==> config.mk <==
export PLATFORM = sky130hd
export DESIGN_NAME = pipe_ctrl_flat
export DESIGN_NICKNAME = d
export VERILOG_FILES = /design/src/rtl/pipe_ctrl_if.sv /design/src/rtl/pipe_ctrl.sv /design/src/flat_wrapper.sv
export SDC_FILE = /design/constraint.sdc
export NUM_CORES = 1
export LEC_CHECK = 0
export ABC_AREA = 1
export CAP_MARGIN = 40
export CORE_MARGIN = 8
export CORE_UTILIZATION = 51
export CTS_CLUSTER_SIZE = 16
export DETAILED_ROUTE_END_ITERATION = 10
export GPL_TIMING_DRIVEN = 0
export MAX_ROUTING_LAYER = met4
export PLACE_DENSITY = 0.86
export SLEW_MARGIN = 40
export SYNTH_ARGS = -nofsm -noshare
export SYNTH_HDL_FRONTEND = slang
export SYNTH_SLANG_ARGS = --single-unit
==> constraint.sdc <==
create_clock -name clk -period 2.17 [get_ports clk]
set_input_delay 0.434 -clock clk [delete_from_list [all_inputs] [get_ports clk]]
set_output_delay 0.434 -clock clk [all_outputs]
set_load 0.01 [all_outputs]
==> src/rtl/pipe_ctrl_if.sv <==
// pipe_ctrl_if: datapath <-> sequencer bundle.
// master = datapath side, slave = pipe_ctrl.
interface pipe_ctrl_if #(
  parameter int NUM_STAGES = 5,
  parameter int CNT_W      = 16
);
  logic                    i_mem_resp;
  logic                    d_mem_access;
  logic                    d_mem_resp;
  logic                    hazard;
  logic                    br_taken;
  logic                    clr_cnt;
  logic                    load_pc;
  logic                    pcmux_sel;
  logic [NUM_STAGES-2:0]   load_pipe;
  logic [NUM_STAGES-2:0]   valid;
  logic                    flush;
  logic                    retire;
  logic [CNT_W-1:0]        stall_cnt;
  logic [CNT_W-1:0]        flush_cnt;
  logic [CNT_W-1:0]        retire_cnt;

  modport master (
    output i_mem_resp, d_mem_access, d_mem_resp,
    output hazard, br_taken, clr_cnt,
    input  load_pc, pcmux_sel, load_pipe, valid,
    input  flush, retire,
    input  stall_cnt, flush_cnt, retire_cnt
  );

  modport slave (
    input  i_mem_resp, d_mem_access, d_mem_resp,
    input  hazard, br_taken, clr_cnt,
    output load_pc, pcmux_sel, load_pipe, valid,
    output flush, retire,
    output stall_cnt, flush_cnt, retire_cnt
  );
endinterface

==> src/rtl/pipe_ctrl.sv <==
// pipe_ctrl: in-order pipeline sequencer with stalls,
// load-use bubbles, branch flush and perf counters.
module pipe_ctrl #(
  parameter int NUM_STAGES = 5,
  parameter int DEC_STAGE  = 1,
  parameter int BR_STAGE   = 3,
  parameter int MEM_STAGE  = 3,
  parameter int CNT_W      = 16
) (
  input  logic        clk,
  input  logic        reset,
  pipe_ctrl_if.slave  bus
);
  localparam int N = NUM_STAGES - 1;

  localparam logic [N-1:0] ALL  = '1;
  localparam logic [N-1:0] ONE  = N'(1);
  localparam logic [N-1:0] MEM_HOLD = N'((1 << MEM_STAGE) - 1);
  localparam logic [N-1:0] DEC_HOLD = N'((1 << DEC_STAGE) - 1);
  localparam logic [N-1:0] BR_MASK  = N'((1 << BR_STAGE) - 1);

  logic [N-1:0] v;
  logic [N-1:0] v_nxt;
  logic [N-1:0] adv;
  logic [N-1:0] hold_m;
  logic [N-1:0] bub_m;
  logic         dstall, hz, istall, br;
  logic         sel_d, sel_h, sel_i;
  logic         frozen, flush;

  logic [CNT_W-1:0] stall_q, flush_q, retire_q;

  assign dstall = v[MEM_STAGE-1] & bus.d_mem_access
                & ~bus.d_mem_resp;
  assign hz     = v[DEC_STAGE-1] & bus.hazard;
  assign istall = ~bus.i_mem_resp;
  assign br     = v[BR_STAGE-1] & bus.br_taken;

  // Exclusive freeze selects in priority order.
  assign sel_d  = dstall;
  assign sel_h  = hz & ~dstall;
  assign sel_i  = istall & ~dstall & ~hz;
  assign frozen = sel_d | sel_h | sel_i;

  // A dstall freeze sits at or past the branch stage,
  // so it defers the branch; other freezes lose to it.
  assign flush = ~reset & br & ~sel_d;

  assign adv = {v[N-2:0], 1'b1};

  // Hold mask (regs before F) and bubble mask (reg F).
  always_comb begin
    hold_m = '0;
    bub_m  = '0;
    unique case (1'b1)
      sel_d: begin
        hold_m = MEM_HOLD;
        bub_m  = ONE << MEM_STAGE;
      end
      sel_h: begin
        hold_m = DEC_HOLD;
        bub_m  = ONE << DEC_STAGE;
      end
      sel_i: begin
        bub_m  = ONE;
      end
      default: ;
    endcase
  end

  // Next valid vector: flush squashes younger regs.
  always_comb begin
    if (flush)
      v_nxt = adv & ~BR_MASK;
    else
      v_nxt = (v & hold_m) | (adv & ~hold_m & ~bub_m);
  end

  // Valid bits and saturating counters.
  always_ff @(posedge clk) begin
    if (reset) begin
      v        <= '0;
      stall_q  <= '0;
      flush_q  <= '0;
      retire_q <= '0;
    end else begin
      v <= v_nxt;
      if (bus.clr_cnt)
        stall_q <= '0;
      else if (frozen & ~flush & ~&stall_q)
        stall_q <= stall_q + 1'b1;
      if (bus.clr_cnt)
        flush_q <= '0;
      else if (flush & ~&flush_q)
        flush_q <= flush_q + 1'b1;
      if (bus.clr_cnt)
        retire_q <= '0;
      else if (v[N-1] & ~&retire_q)
        retire_q <= retire_q + 1'b1;
    end
  end

  assign bus.load_pc    = ~reset & (flush | ~frozen);
  assign bus.pcmux_sel  = flush;
  assign bus.load_pipe  = reset ? '0 :
                          flush ? ALL : ~hold_m;
  assign bus.valid      = v;
  assign bus.flush      = flush;
  assign bus.retire     = v[N-1];
  assign bus.stall_cnt  = stall_q;
  assign bus.flush_cnt  = flush_q;
  assign bus.retire_cnt = retire_q;
endmodule

==> src/flat_wrapper.sv <==
// flat-port wrapper written by rule: the top's interface ports become plain ports
module pipe_ctrl_flat 
#(
  parameter int NUM_STAGES = 5,
  parameter int DEC_STAGE  = 1,
  parameter int BR_STAGE   = 3,
  parameter int MEM_STAGE  = 3,
  parameter int CNT_W      = 16
)
  (clk, reset, bus_i_mem_resp, bus_d_mem_access, bus_d_mem_resp, bus_hazard, bus_br_taken, bus_clr_cnt, bus_load_pc, bus_pcmux_sel, bus_load_pipe, bus_valid, bus_flush, bus_retire, bus_stall_cnt, bus_flush_cnt, bus_retire_cnt);
  pipe_ctrl_if #(.NUM_STAGES(NUM_STAGES), .CNT_W(CNT_W)) bus_i ();
  input  logic clk;
  input  logic reset;
  input wire logic [$bits(bus_i.i_mem_resp)-1:0] bus_i_mem_resp;
  input wire logic [$bits(bus_i.d_mem_access)-1:0] bus_d_mem_access;
  input wire logic [$bits(bus_i.d_mem_resp)-1:0] bus_d_mem_resp;
  input wire logic [$bits(bus_i.hazard)-1:0] bus_hazard;
  input wire logic [$bits(bus_i.br_taken)-1:0] bus_br_taken;
  input wire logic [$bits(bus_i.clr_cnt)-1:0] bus_clr_cnt;
  output wire logic [$bits(bus_i.load_pc)-1:0] bus_load_pc;
  output wire logic [$bits(bus_i.pcmux_sel)-1:0] bus_pcmux_sel;
  output wire logic [$bits(bus_i.load_pipe)-1:0] bus_load_pipe;
  output wire logic [$bits(bus_i.valid)-1:0] bus_valid;
  output wire logic [$bits(bus_i.flush)-1:0] bus_flush;
  output wire logic [$bits(bus_i.retire)-1:0] bus_retire;
  output wire logic [$bits(bus_i.stall_cnt)-1:0] bus_stall_cnt;
  output wire logic [$bits(bus_i.flush_cnt)-1:0] bus_flush_cnt;
  output wire logic [$bits(bus_i.retire_cnt)-1:0] bus_retire_cnt;
  assign bus_i.i_mem_resp = bus_i_mem_resp;
  assign bus_i.d_mem_access = bus_d_mem_access;
  assign bus_i.d_mem_resp = bus_d_mem_resp;
  assign bus_i.hazard = bus_hazard;
  assign bus_i.br_taken = bus_br_taken;
  assign bus_i.clr_cnt = bus_clr_cnt;
  assign bus_load_pc = bus_i.load_pc;
  assign bus_pcmux_sel = bus_i.pcmux_sel;
  assign bus_load_pipe = bus_i.load_pipe;
  assign bus_valid = bus_i.valid;
  assign bus_flush = bus_i.flush;
  assign bus_retire = bus_i.retire;
  assign bus_stall_cnt = bus_i.stall_cnt;
  assign bus_flush_cnt = bus_i.flush_cnt;
  assign bus_retire_cnt = bus_i.retire_cnt;
  pipe_ctrl #(.NUM_STAGES(NUM_STAGES), .DEC_STAGE(DEC_STAGE), .BR_STAGE(BR_STAGE), .MEM_STAGE(MEM_STAGE), .CNT_W(CNT_W)) u_core (.clk(clk), .reset(reset), .bus(bus_i));
endmodule
# Yosys cells after proc, flatten, opt, wreduce, memory -nomap -nowiden
# Index checks and enable logic that the tools add are counted.
[classes]
n_addsub = 3
muxes = 5
n_bitwise = 30
reduce_logical = 8
[op_table]
columns = ["operator", "n"]
rows = [
  ["$add 16x1->16 const B", 3],
  ["$reduce_and 16->1", 3],
  ["$and 1x1->1", 14],
  ["$and 4x4->4", 3],
  ["$mux 4", 3],
  ["$pmux 4 s3", 1],
  ["$not 4->4", 2],
  ["$not 1->1", 7],
  ["$pmux 3 s2", 1],
  ["$or 4x4->4", 1],
  ["$reduce_or 2->1", 2],
  ["$logic_not 1->1", 3],
  ["$or 1x1->1", 3],
]
[word_totals]
regBits = 52
output_inout_bits = 60
wordCells = 51

# Longest topological paths before layout
# Gate-level depths: netlist (run 1).
[depth]
depth_word = 10
depth_mapped = 9
ltp_nobuf = 9

# Worst setup path before layout (run 1)
# No wires, ideal clock.
[synth_path]
path_kind = "reg2reg"
from = "register u_core.flush_q[0], in the netlist u_core.bus.flush_cnt[0]"
to = "register u_core.flush_q[2], in the netlist u_core.bus.flush_cnt[2]"
setup_time_ns = 0.132
t_arrival_ns = 1.549
required_ns = 2.038
setup_slack_ns = 0.489
stages_incl_launch_ff = 10
path_cell_list = "dfxtp_1 ha_1 inv_1 nor2_2 nand2_2 nor2_1 nor2_4 buf_6 nand2_1 a21oi_2"
[synth_between]
elab_chain_cells = 3
[synth_rtl]
columns = ["element", "line", "text"]
rows = [
  ["from (decl)", "pipe_ctrl.sv:31", "logic [CNT_W-1:0] stall_q, flush_q, retire_q;"],
  ["from (signal assigned)", "pipe_ctrl.sv:95", "flush_q <= flush_q + 1'b1;"],
  ["parallel branches: the longest is 3 deep, another holds $add 16x1->16", "-", ""],
]
# Several ways; the timed one is not identified.
# A chain may end at the register's enable or synchronous reset.

# Worst setup path in the final report (run 1)
[layout_path]
from = "input port bus_d_mem_access"
to = "output port bus_pcmux_sel"
[layout_between]
elab_chain_cells = 4
[layout_rtl]
columns = ["element", "line", "text"]
rows = [
  ["from (decl)", "flat_wrapper.sv:15", "input wire logic [$bits(bus_i.d_mem_access)-1:0] bus_d_mem_access;"],
  ["$and 1x1->1", "pipe_ctrl.sv:33", "assign dstall = v[MEM_STAGE-1] & bus.d_mem_access"],
  ["$and 1x1->1", "pipe_ctrl.sv:34", "& ~bus.d_mem_resp;"],
  ["$not 1->1", "pipe_ctrl.sv:47", "assign flush = ~reset & br & ~sel_d;"],
  ["$and 1x1->1", "pipe_ctrl.sv:47", ""],
  ["to (decl)", "flat_wrapper.sv:21", "output wire logic [$bits(bus_i.pcmux_sel)-1:0] bus_pcmux_sel;"],
]
# No other way between the ends.

==> results of run 1 <==
[tightest hold or removal path, cell delays in order, from the launching register on]
cell,delay [ps]
dfxtp_1,340
nand2_1,70
a21oi_1,50
[placed cells by master (no fill, tap or decap), types with 2 or more instances in the layout]
cell             instances
xnor2_1                  5
nand4_1                 13
o21ai_0                  4
clkbuf_8                 6
nand3b_1                 2
clkdlybuf4s50_1         60
nand3_1                 34
buf_4                    7
xor2_1                  12
o21ai_2                  2
clkbuf_1                 3
nand3_2                  2
nor2_4                   3
nor2_2                   8
inv_1                   33
buf_6                    4
a21oi_1                 31
nor2_1                  75
ha_1                     3
clkinv_2                 2
nand2_1                156
a21oi_2                 10
nand2_2                  4
dfxtp_1                 52
inv_2                    3
dlygate4sd2_1            6
nor3_1                   4
[power groups by stage]
stage               Combinational, mW  Clock (mW)  Sequential (mW)
floorplan                      0.0630           0            0.989
global placement                0.120           0            0.988
detailed placement              0.122           0            0.988
CTS                             0.121       0.599            0.966
global route                    0.131       0.649            0.968
finish                          0.120       0.587            0.966
[final cells by class]
class                   instances  area (µm²)
flip-flops and latches         52        1040
fillers                       516        1930
multi-input cells             371        1780
repair buffers                 70         681
inverters                      36         135
plain buffers                  12        91.3
clock inverters                 2        10.0
well taps                      75        93.8
clock buffers                   6        82.6
[cells in the mapped netlist, drive strengths merged]
cell type and number:
clkbuf 3, nand3 37, nand2 161, nand3b 2, a21oi 41, inv 36
ha 3, o21ai 6, xor2 12, buf 9, dfxtp 52, a31oi 1
nor2 86, nor3 4, xnor2 5, nand4 13
[cells by family after synthesis]
group                    synth area share
AND/OR/NAND/NOR                     0.429
flip-flops                          0.341
AO/OA/AOI/OAI                      0.0940
buffers and inverters              0.0743
XOR/XNOR                           0.0488
adder cells (fa/ha/maj)            0.0123
[through the flow]
step,worst slack [ps],power [mW],hold slack [ps]
finish,67.4,1.67,498
detailed placement,-325,1.11,477
CTS,10.5,1.69,495
global placement,-337,1.11,470
floorplan,489,1.05,499
global route,1.69,1.75,520
[worst paths after layout]
kind / endpoint / cells past startpoint / startpoint
max reg2reg: u_core.bus.flush_cnt[2]$_SDFFE_PP0P_ / 9 / u_core.bus.flush_cnt[0]$_SDFFE_PP0P_
min: u_core.bus.valid[1]$_SDFF_PP0_ / 2 / u_core.bus.valid[1]$_SDFF_PP0_
min reg2reg: u_core.bus.valid[1]$_SDFF_PP0_ / 2 / u_core.bus.valid[1]$_SDFF_PP0_
max: bus_pcmux_sel / 6 / bus_d_mem_access
[state kept, by name (all words and copies together) (netlist names), named ones only]
register and flops:
u_core.bus.flush_cnt 16, u_core.bus.stall_cnt 16, u_core.bus.retire_cnt 16, u_core.bus.valid 2
[timing repair]
action                                  CTS  global route
resized for setup                        10             2
buffers inserted                          3             0
pin swaps                                 2             1
gates cloned                              0             0
endpoints found under the setup margin    6             3
[metal layers]
| layer | up-vias | wire length (µm) | part of all wire | global-route usage |
|---|---|---|---|---|
| met1 | 1446 | 3530 | 0.44 | 0.225 |
| li1 | 1653 | - | - | - |
| met5 | - | 0 | 0 | - |
| met2 | 107 | 3780 | 0.47 | 0.309 |
| met3 | 16 | 551 | 0.069 | 0.0401 |
| met4 | 0 | 170 | 0.021 | 0.0819 |
==> flow_summary.yaml, run 1 <==
layout:
  fin_cells: 624
  fin_area_um2: 3920
  syn_to_final_growth_pct: 28.5
  drive_above_1_share: 0.100
  final_util: 0.670
  final_net_count: 559
  num_antenna_cells: 0
setup_path:
  path_cells: "clkdlybuf4s50_1 -> nand3_2 -> nand3_4 -> inv_2 -> buf_4 -> dlygate4sd2_1"
  reg2reg_slack_ps: 270
  cp_slowest_cell: "clkdlybuf4s50_1"
  start_kind: "primary input"
  cp_num_buf_inv: 4
  cp_max_fo: 5
  crit_family: "buffers and inverters"
  crit_type: "in2out"
  endpoint_kind: "primary output"
  critPathMaxStageDelay_ps: 470
  worstPathArrival_ps: 1670
  crit_required_ps: 1740
placed_design:
  gp_congestion: 0.887
  io_buffer_count: 67
  dp_cells: 613
  place_area_um2: 3810
  dpl.hpwl_um: 5980
sta:
  fin_worst_skew_ps: 7.11
  min_period_ps: 2100
  relSlewSlack: 0.636
  grt_setup_unrepaired: "false"
  fmax_ghz: 0.476
  setup_viol: 0
  worstMarginPinSlew_ps: 546
  hold_viol: 0
  drv_slew: 0
  setup_tns_ps: 0
  timing.final.crit_share: 0.969
detailed_routing:
  wl_um: 8040
  wl_per_cell_um: 12.9
  ant_nets: 0
  drt-initial-drc-count: 170
  avgViaCountPerCell: 5.16
  vias: 3222
  dr.pass1.iters: 4
  drc_errors: 0
clock_network:
  h-tree-depth: 2
  numCtsBuffers: 5
  cts_tree: "built"
  clk_latency_ps: 320
  cts.path.max_buffers: 2
  cts_sinks: 52
  cts.root.buffer_cell: "clkbuf_8"
  cts.hold.buffers_added: 0
  clk_pin_slew_ps: 100
logic_synthesis:
  ys_warn_count: 0
  synth_top_area_frac: 0.341
  ys_seq_elements: 52
  synth.area.top_cells: "dfxtp_1 (34%), nand2_1 (19%), nor2_1 (9.4%), nand3_1 (5.6%), a21oi_1 (5.1%)"
  syn_inst: 471
  avgSynthCellArea_um2: 6.47
  yosysTopAreaCell: "dfxtp_1"
  ys_types: 27
  synth_nets: 482
  synth_area_um2: 3050
  synth-seq-area-share: 0.341
global_routing:
  grt_pass1_wl_um: 13500
  grt_pass1_vias: 2969
  grt_max_degree: 16
  grtUsageTotal: 0.191
  antenna_found_initial: 0
  overflow: 0
floorplanning:
  io_pins: 68
  start_util: 0.521
  die_h_um: 93.3
  die_width_um: 93.3
  num_rows: 28
  design.die.area_um2: 8710
  core_um2: 5850
flow_run:
  cap_viol_max_count: 0
power:
  power_frac_seq: 0.577
  swShare: 0.244
  peakVddDrop_mv: 0.226
  combPwrFrac: 0.072
  power.net_switching_mw: 0.408
  p_int_mw: 1.27
  p_per_area_nw_per_um2: 427
  p_leak_nw: 1.38
  clkPwrFrac: 0.351
outcome:
  status: "completed"
min_path:
  hold_path.class: "reg2reg"
Power figures use the tool's default switching activity.
==> inputs of run 2 (changes only) <==
--- a/config.mk
+++ b/config.mk
@@ -8,12 +8,12 @@
 export ABC_AREA = 1
 export CAP_MARGIN = 40
 export CORE_MARGIN = 8
-export CORE_UTILIZATION = 51
+export CORE_UTILIZATION = 55
 export CTS_CLUSTER_SIZE = 16
 export DETAILED_ROUTE_END_ITERATION = 10
 export GPL_TIMING_DRIVEN = 0
 export MAX_ROUTING_LAYER = met4
-export PLACE_DENSITY = 0.86
+export PLACE_DENSITY = 0.91
 export SLEW_MARGIN = 40
 export SYNTH_ARGS = -nofsm -noshare
 export SYNTH_HDL_FRONTEND = slang
==> constraint.sdc (replaced) <==
create_clock -name clk -period 2.5 [get_ports clk]
set_input_delay 0.5 -clock clk [delete_from_list [all_inputs] [get_ports clk]]
set_output_delay 0.5 -clock clk [all_outputs]
set_load 0.01 [all_outputs]
==> run 2 against run 1 <==
Hold slack better by 5.2 ps. Die area down 6.0%. Register-to-register slack improved by 320 ps. First-iteration DRC count rose by 19%. Clock skew barely moved. Sequential cell count is the same. Clock power about the same. Utilization is 5.4 points higher. Non-clock buffer count stayed put. Via count increased by 2.9%.
==> flow_summary.yaml, run 2 (synthesis gave the netlist of run 1 again) <==
sta:
  fmax_ghz: 0.411
  setup_ws_ps: 66.1
  setup_tns_ps: 0
  drv_slew: 0
  setup_viol: 0
  worstMarginPinSlew_ps: 558
  hold_viol: 0
  relSlewSlack: 0.628
  timing.final.crit_share: 0.974
  fin_worst_skew_ps: 6.85
  grt_setup_unrepaired: "false"
  min_period_ps: 2430
clock_network:
  clk_pin_slew_ps: 90
  cts.hold.buffers_added: 0
  cts.root.buffer_cell: "clkbuf_8"
  cts_tree: "built"
  numCtsBuffers: 5
  clk_latency_ps: 310
  h-tree-depth: 2
  cts_sinks: 52
  cts.path.max_buffers: 2
detailed_routing:
  ant_nets: 0
  vias: 3314
  drt-initial-drc-count: 202
  avgViaCountPerCell: 5.34
  drc_errors: 0
  dr.pass1.iters: 5
  wl_per_cell_um: 13.0
  wl_um: 8060
floorplanning:
  core_um2: 5440
  num_rows: 27
  io_pins: 68
  die_h_um: 90.5
  start_util: 0.561
  design.die.area_um2: 8180
  die_width_um: 90.5
flow_run:
  cap_viol_max_count: 0
setup_path:
  worstPathArrival_ps: 1930
  crit_top_cell: "clkdlybuf4s50_1"
  cp_max_fo: 5
  path_cells: "clkdlybuf4s50_1 -> inv_1 -> nand3_2 -> inv_2 -> nor2_2 -> buf_4 -> clkdlybuf4s50_1"
  crit_required_ps: 2000
  crit_type: "in2out"
  start_kind: "primary input"
  cp_slowest_cell: "clkdlybuf4s50_1"
  cp_num_buf_inv: 5
  crit_family: "buffers and inverters"
  critPathMaxStageDelay_ps: 530
  cp_num_cells: 7
  endpoint_kind: "primary output"
  reg2reg_depth: 9
power:
  p_per_area_nw_per_um2: 388
  peakVddDrop_mv: 0.285
  p_leak_nw: 1.37
placed_design:
  place_ws_ps: -140
  dp_cells: 610
  dpl.hpwl_um: 6070
  place_area_um2: 3810
  io_buffer_count: 67
  gp_congestion: 0.932
layout:
  fin_area_um2: 3940
  fin_cells: 621
  mostFrequentLayoutCell: "nand2_1"
  fillCellCount: 438
  drive_above_1_share: 0.0984
  num_antenna_cells: 0
  layout_common_cells: "nand2_1 (156), nor2_1 (75), clkdlybuf4s50_1 (64)"
  syn_to_final_growth_pct: 29.1
  final_net_count: 559
global_routing:
  antenna_found_initial: 0
  grt_pass1_wl_um: 13800
  overflow: 0
  grt_max_degree: 16
  grtUsageTotal: 0.202
  grt_pass1_vias: 3156
min_path:
  hold_path.class: "reg2reg"
  hold-path-cell-count: 2
outcome:
  status: "completed"
==> run 2: layout make-up <==
cell class                      count  area, µm²  share of cell area
Buffer                             12       91.3              0.0232
Clock buffer                        6       72.6              0.0184
Clock inverter                      2       35.0             0.00890
Inverter                           36        135              0.0343
Multi-Input combinational cell    371       1780               0.453
Sequential cell                    52       1040               0.264
Tap cell                           72       90.1              0.0229
Timing Repair Buffer               70        688               0.175
==> run 2: worst paths after layout <==
path,from,to,slack (ps)
worst min register to register,u_core.bus.valid[1]$_SDFF_PP0_,u_core.bus.valid[1]$_SDFF_PP0_,500
worst max-delay path,bus_d_mem_resp,bus_load_pipe[2],70
worst max register to register,u_core.bus.flush_cnt[0]$_SDFFE_PP0P_,u_core.bus.flush_cnt[2]$_SDFFE_PP0P_,590
worst min-delay path,u_core.bus.valid[1]$_SDFF_PP0_,u_core.bus.valid[1]$_SDFF_PP0_,500
==> run 2: worst min-delay path, stage by stage (launching register included) <==
cell and delay [ps]:
dfxtp_1 340, nand2_1 70, a21oi_1 60
==> run 2: power by group <==
part | leakage [nW] | switching [mW] | internal (mW)
combinational | 0.898 | 0.0600 | 0.0465
clock | 0.0552 | 0.286 | 0.298
sequential | 0.419 | 0.00574 | 0.833
total | 1.37 | 0.352 | 1.18
==> run 2: stage by stage <==
stage	total power, mW	hold WS (ps)	util
floorplan	0.913	499	-
global route	1.58	548	0.724
finish	1.53	503	0.724
global placement	0.961	469	0.700
CTS	1.53	502	0.724
detailed placement	0.963	490	0.700
==> run 2: metal layers <==
metal | GRT usage | part of all wire
met3 | 0.0515 | 0.068
met1 | 0.222 | 0.42
met5 | - | 0
met2 | 0.337 | 0.50
met4 | 0.0860 | 0.014
==> run 2: repair_timing <==
action | in CTS | in global routing
pin swaps | 1 | 0
endpoints found under the setup margin | 5 | 1
gates resized for setup | 4 | 2
buffers inserted | 3 | 0
